===== src/rtl/seg_scan_ctrl.sv =====
// seg_scan_ctrl: scans four 4-bit signed sources onto an 8-digit common-anode
// multiplexed display through one shared external sign/magnitude decoder.
// Each source owns two consecutive digit slots: its sign digit first, then its
// magnitude digit. The sources are snapshotted once per frame, at the slot 7
// to slot 0 wrap. Each slot opens with BLANK cycles of all anodes off, which
// suppresses ghosting when the decoder output changes.
//
// Ports
//   clk       rising-edge clock
//   rst       asynchronous active-high reset
//   src0..3   signed sources; srck is shown on slots 2k (sign) and 2k+1 (magnitude)
//   en        per-source enable; en[k]=0 blanks both digits of source k
//   hold      when high at the wrap edge, the snapshot keeps its old value
//   dec_nib   nibble sent to the external decoder (combinational, from the snapshot)
//   dec_seg   decoder return, active-low {a1..g1 (sign), a2..g2 (magnitude)}
//   seg       registered active-low segments {a..g}
//   an        registered active-low anodes; an[i] selects slot i
//   frame     one-cycle pulse on the first cycle of slot 0
module seg_scan_ctrl #(
    parameter int unsigned PRESCALE = 50000,
    parameter int unsigned BLANK    = 2
) (
    input  logic        clk,
    input  logic        rst,
    input  logic [3:0]  src0,
    input  logic [3:0]  src1,
    input  logic [3:0]  src2,
    input  logic [3:0]  src3,
    input  logic [3:0]  en,
    input  logic        hold,
    output logic [3:0]  dec_nib,
    input  logic [13:0] dec_seg,
    output logic [6:0]  seg,
    output logic [7:0]  an,
    output logic        frame
);

    localparam int unsigned CNT_W = (PRESCALE > 1) ? $clog2(PRESCALE) : 1;
    localparam logic [CNT_W-1:0] CNT_LAST  = CNT_W'(PRESCALE - 1);
    localparam logic [CNT_W-1:0] BLANK_END = CNT_W'(BLANK);
    localparam logic [7:0]       AN_OFF    = 8'hFF;
    localparam logic [6:0]       SEG_OFF   = 7'h7F;

    logic [CNT_W-1:0] cnt_q,   cnt_d;
    logic [2:0]       slot_q,  slot_d;
    logic [3:0][3:0]  snap_q,  snap_d;
    logic             frame_q, frame_d;
    logic [7:0]       an_q,    an_d;
    logic [6:0]       seg_q,   seg_d;

    logic             slot_end;
    logic             wrap;
    logic             in_blank;
    logic             src_on;
    logic [1:0]       src_idx;

    // Decoder request: the source that owns the current slot pair
    assign src_idx = slot_q[2:1];
    assign dec_nib = snap_q[src_idx];

    // Refresh counter, slot stepping and frame-boundary snapshot
    always_comb begin
        cnt_d    = cnt_q;
        slot_d   = slot_q;
        snap_d   = snap_q;
        frame_d  = 1'b0;
        slot_end = (cnt_q == CNT_LAST);
        wrap     = slot_end && (slot_q == 3'd7);

        if (slot_end) begin
            cnt_d  = '0;
            slot_d = slot_q + 3'd1;
        end else begin
            cnt_d  = cnt_q + CNT_W'(1);
        end

        if (wrap) begin
            frame_d = 1'b1;
            if (!hold) begin
                snap_d = {src3, src2, src1, src0};
            end
        end
    end

    // Output staging: blank at slot start or for disabled sources; the decoder
    // result is captured in the same cycle the nibble is presented.
    always_comb begin
        an_d     = AN_OFF;
        seg_d    = SEG_OFF;
        in_blank = (cnt_q < BLANK_END);
        src_on   = en[src_idx];

        if (!in_blank && src_on) begin
            an_d  = ~(8'b1 << slot_q);
            seg_d = slot_q[0] ? dec_seg[6:0] : dec_seg[13:7];
        end
    end

    always_ff @(posedge clk or posedge rst) begin
        if (rst) begin
            cnt_q   <= '0;
            slot_q  <= 3'd0;
            snap_q  <= '0;
            frame_q <= 1'b0;
            an_q    <= AN_OFF;
            seg_q   <= SEG_OFF;
        end else begin
            cnt_q   <= cnt_d;
            slot_q  <= slot_d;
            snap_q  <= snap_d;
            frame_q <= frame_d;
            an_q    <= an_d;
            seg_q   <= seg_d;
        end
    end

    assign seg   = seg_q;
    assign an    = an_q;
    assign frame = frame_q;

endmodule


===== config.mk =====
export PLATFORM = sky130hd
export DESIGN_NAME = seg_scan_ctrl
export DESIGN_NICKNAME = d
export VERILOG_FILES = /design/src/rtl/seg_scan_ctrl.sv
export SDC_FILE = /design/constraint.sdc
export NUM_CORES = 1
export LEC_CHECK = 0
export BUFFER_PORTS_ARGS = -buffer_cell sky130_fd_sc_hd__buf_2
export CELL_PAD_IN_SITES_DETAIL_PLACEMENT = 2
export CELL_PAD_IN_SITES_GLOBAL_PLACEMENT = 2
export CORE_AREA = 2 2 85 87
export CTS_CLUSTER_SIZE = 10
export DETAILED_ROUTE_END_ITERATION = 12
export DIE_AREA = 0 0 87 89
export PLACE_DENSITY = 0.9
export SLEW_MARGIN = 20
export SYNTH_ARGS = -nofsm -noshare
export SYNTH_HDL_FRONTEND = slang
export SYNTH_SLANG_ARGS = --single-unit

===== constraint.sdc =====
create_clock -name clk -period 2.54 [get_ports clk]
set_clock_uncertainty 0.1 [all_clocks]
set_input_delay 0.254 -clock clk [delete_from_list [all_inputs] [get_ports clk]]
set_output_delay 0.254 -clock clk [all_outputs]
set_load 0.05 [all_outputs]

=== Yosys cells after proc, flatten, opt, wreduce, memory -nomap -nowiden ===
Index checks and enable logic that the tools add are counted.

* Flip-flop bits (word level): 51
* Input port bits: 37
* Output and inout bits: 20
* Word-level logic and storage cells: 31

* Add/subtract/negate cells: 2
* Order comparisons: 2
* Equal/unequal tests: 2
* Shifts and indexed selects: 1
* Mux-type cells: 9
* Bitwise operators: 2
* Reduce and logical (&&, ||, !) cells: 4

{| class="wikitable"
|+ Operators with widths
! cell !! number
|-
| 16-bit by 1-bit adder with 16-bit output (second input constant) || 1
|-
| 16-bit == test (second input constant) || 1
|-
| 16-bit by 2-bit < comparator with 1-bit output (second input constant) || 1
|-
| 16-bit 2-to-1 mux || 1
|-
| 7-bit 2-to-1 mux || 2
|-
| 4-bit binary-select mux with 2-bit select || 1
|-
| 8-bit 2-to-1 mux || 1
|-
| 8-bit NOT || 1
|-
| 1-bit by 3-bit << shifter with 8-bit output (first input constant) || 1
|-
| 4-bit 2-to-1 mux || 1
|-
| 3-bit by 1-bit adder with 3-bit output (second input constant) || 1
|-
| 3-bit == test (second input constant) || 1
|-
| 2-bit by 3-bit < comparator with 1-bit output (second input constant) || 1
|-
| 1-bit binary-select mux with 2-bit select || 1
|-
| 1-bit logical AND || 2
|-
| 1-bit 2-to-1 mux || 2
|-
| 2-bit AND reduction || 1
|-
| 1-bit logical NOT || 1
|-
| 1-bit NOT || 1
|}

=== Longest topological paths before layout ===
* Depth in word-level cells: 4
* Depth in mapped cells: 6
* Depth with buffers taken out: 5

=== Worst setup path before layout ===
No wires, ideal clock.

* Path kind: flip-flop to flip-flop
* From: register cnt_q[11]
* To: register snap_q[0] in the netlist's numbering
* Setup time: 0.125 ns
* Arrival: 2.052 ns
* Data required time: 2.315 ns
* Path slack: 0.263 ns
* Cell stages (with the launch flop): 6
* Path buffers: 1
* Period minus slack after synthesis: 2.277 ns
* Cells stage by stage: dfrtp_1 > or4_4 > nor4_4 > nand3b_4 > buf_6 > mux2_4

* Cells in the longest elaborated chain, start to end: 3

{| class="wikitable"
|+ RTL lines
! item !! line !! RTL
|-
| from (decl) || 44 || <nowiki>logic [CNT_W-1:0] cnt_q, cnt_d;</nowiki>
|-
| from (signal assigned) || 108 || <nowiki>cnt_q <= cnt_d;</nowiki>
|-
| 16-bit == test || 67 || <nowiki>slot_end = (cnt_q == CNT_LAST);</nowiki>
|-
| 1-bit logical AND || 68 || <nowiki>wrap = slot_end && (slot_q == 3'd7);</nowiki>
|-
| 2-bit AND reduction (no source line) || -- ||
|-
| to (signal assigned) || 110 || <nowiki>snap_q <= snap_d;</nowiki>
|-
| to (decl) || 46 || <nowiki>logic [3:0][3:0] snap_q, snap_d;</nowiki>
|}

No other way between the ends.
A chain may end at the register's enable or synchronous reset.

=== Worst setup path after layout ===
* From: register cnt_q[11]
* To: register snap_q[9] in the netlist's numbering

The elaborated chain is that of the path after synthesis.

==> metrics.md <==
| Metric | Value |
|---|---|
| Via/cell ratio | `4.94` |
| Minimum clock period | `approximately 2.3 ns` |
| Top Ports | `57` |
| Routed length per instance | `18.5 um` |
| NumNets Final | `286` |
| Worst slew pin tran | `0.985 ns` |
| Initial antenna violation count | `0` |
| RSZ-0062 raised after global routing | `no` |
| Leak | `around 1.4 nW` |
| Synth warn | `0` |
| Hold buffer count at cts | `0` |
| HP Start | `dec_seg[10]` |
| Die Area | `7740 sq um` |
| RePlAce Congestion | `0.759` |
| Critical Path End Type | `register` |
| H-tree depth | `2` |
| FF-to-FF path depth | `4` |
| Residual DRC | `0` |
| Antenna Nets Post-Route | `0` |
| Crit start category | `register` |
| Count of non-filler cells in the finished layout | `323` |
| Grt ovf | `0` |
| R2R Path End | `snap_q[9]$_DFFE_PP0P_` |
| Synth Area per Inst | `13.0 sq um` |
| Total core area | `6720 sq um` |
| Synth async-reset ratio | `100%` |
| Max Fclk | `427 MHz` |
| Routed via count | `1,596` |
| Critical path class | `register to register` |
| Die Y | `89 um` |
| Num CTS Buffers | `5` |
| First-pass GRT wire length | `9.56 mm` |
| Setup TNS | `0 ns` |
| Hold path cells | `3` |
| Mapped Area | `2330 sq um` |
| Maximum vdd ir drop | `between 0.15 and 0.2 mV` |
| Pin count of the biggest net entering global routing | `49` |
| Fill count | `693` |
| Status | `complete, no violations` |
| Longest Clk Path Bufs | `2` |
| CTS tree | `built` |
| Tot GR Track Use | `between 10% and 20%` |
| Share of the yosys chip area belonging to registers | `55.5%` |
| Hold_ws | `0.0685 ns` |
| 1st-pass router iterations | `4` |
| WHS Endpoint | `seg[3]$_DFF_PP1_` |
| Final Hold Viols | `0` |
| Unique masters post-synth | `32` |
| Max_slew headroom | `34.2%` |
| # resized after CTS | `0` |
| Initial core utilization | `34.7%` |
| Post-Route WL | `5.96 mm` |
| CTS root buffer | `clkbuf_8` |
| Core Rows | `30` |
| Worst Path Arrival | `2.44 ns` |
| Synth Instances | `180` |
| Share of layout cells above drive strength 1 | `between 40 and 50%` |
| Total Power Consumption | `0.00138 W` |
| Final HPWL DP | `between 4 and 5 mm` |
| Clk_lat worst skew | `0.31 ns` |
| Yosys reg bits | `between 50 and 60` |
| Die W | `87 um` |
| Number of flops mapped to enable cells by yosys | `0` |
| Final worst-path cycle share | `92.3%` |
| Hold crit path type | `primary input to register` |
| PwrDens | `494 nW/um^2` |
| Final Max Slew Viols | `0` |
| Max cap viols | `0` |
| DR iter-0 viols | `31` |
| Clock transition at path regs | `0.09 ns` |
| R2r startpoint | `cnt_q[11]$_DFF_PP0_` |
| R2R Setup Slk | `0.20 ns` |
| Setup bufs post-CTS | `0` |
| Finish-stage setup viols | `0` |
| Area Growth Syn to Fin | `20.1%` |
| Dpl cells | `between 300 and 400` |
| Crit path required time | `~2.6 ns` |
| I/O Buffers | `56` |
| Vias in the first global route | `roughly 1,800` |
| Post-Syn Nets | `224` |
| Antenna cells | `0` |
| Ys flop type | `dfrtp_1` |
| Worst Path Max Fanout | `16` |
| # clock sinks | `51` |
[through the flow]
step	area (sq um)	setup slack [ns]	util, %
2_1_floorplan	2330	0.263	-
3_3_place_gp	2720	0.293	40.4
3_5_place_dp	2720	0.205	40.4
4_1_cts	2800	0.183	41.7
5_1_grt	2800	0.127	41.7
6_report	2800	0.196	41.7
[state kept, by name (all words and copies together) (netlist names)]
signal  cells
cnt_q      16
snap_q     16
an          8
seg         7
slot_q      3
frame       1
[critical path, stage by stage (launching register included)]
cell and delay, ns:
dfrtp_1 0.45, or4_4 0.58, nor4_4 0.37, nand3b_4 0.32
mux2_4 0.40
[metal layers]
| metal | wire (um) | track usage, % | vias up |
|---|---|---|---|
| met4 | 51 | 3.84 | 0 |
| met1 | 2370 | 18.4 | 816 |
| met3 | 173 | 2.95 | 4 |
| li1 | - | - | 744 |
| met5 | 0 | 0 | - |
| met2 | 3370 | 32.3 | 32 |
[synth_stat cells, types with 5 or more instances]
master | instances | area, sq um
mux2i_1 | 7 | 70.1
xor2_1 | 7 | 61.3
nand3_1 | 6 | 30.0
inv_1 | 6 | 22.5
mux2_2 | 8 | 90.1
nand2_1 | 21 | 78.8
nand4_1 | 5 | 31.3
nor2_1 | 10 | 37.5
xnor2_1 | 7 | 61.3
dfstp_2 | 15 | 394
ha_1 | 7 | 87.6
mux2_4 | 10 | 150
dfrtp_1 | 36 | 901
[cells by family after synthesis]
family	after synthesis	synth area share (%)
fa+ha+maj	7	3.76
simple gates	63	14.9
buf+inv	11	2.09
xor+xnor	14	5.26
compound gates	5	1.34
mux	29	17.2
flops	51	55.5
[worst max path at each step]
stage	slack, ns	end	start
after detailed placement	0.20	snap_q[1]$_DFFE_PP0P_	cnt_q[11]$_DFF_PP0_
after global routing	0.13	snap_q[13]$_DFFE_PP0P_	cnt_q[11]$_DFF_PP0_
after floorplan	0.26	snap_q[0]$_DFFE_PP0P_	cnt_q[11]$_DFF_PP0_
final	0.20	snap_q[9]$_DFFE_PP0P_	cnt_q[11]$_DFF_PP0_
after CTS	0.18	snap_q[1]$_DFFE_PP0P_	cnt_q[11]$_DFF_PP0_
after global placement	0.29	snap_q[10]$_DFFE_PP0P_	cnt_q[11]$_DFF_PP0_
[report_power, final]
part	switching, W	internal (W)
Sequential	0.00000149	0.000823
Clock	0.000274	0.000194
Combinational	0.0000590	0.0000322
Total	0.000334	0.00105
[area by class of cell]
| type | instances | area (sq um) | share of cell area [%] |
|---|---|---|---|
| clock buffer | 6 | 72.6 | 2.59 |
| clock inverter | 2 | 11.3 | 0.402 |
| inverter | 6 | 22.5 | 0.804 |
| multi-input combinational | 118 | 988 | 35.3 |
| sequential | 51 | 1290 | 46.2 |
| tap | 80 | 100 | 3.57 |
| timing repair buffer | 60 | 310 | 11.1 |
[cells in the final DEF (no fill, tap or decap), types with 2 or more instances in the layout]
master and instances:
nor4_1 2, nor2b_1 4, nand4_1 5, mux2_2 8, mux4_2 4, dfrtp_1 36, nand2_1 21, and2_1 2
nor3_1 2, clkbuf_8 5, buf_4 4, inv_1 5, buf_2 56, or4_1 3, a21oi_1 2, nor2_1 10
mux2_4 10, and3_1 2, ha_1 7, mux2i_1 7, xor2_1 7, dfstp_2 15, xnor2_1 7, nand3_1 6
Note: power is estimated with default switching activity, not from simulation.
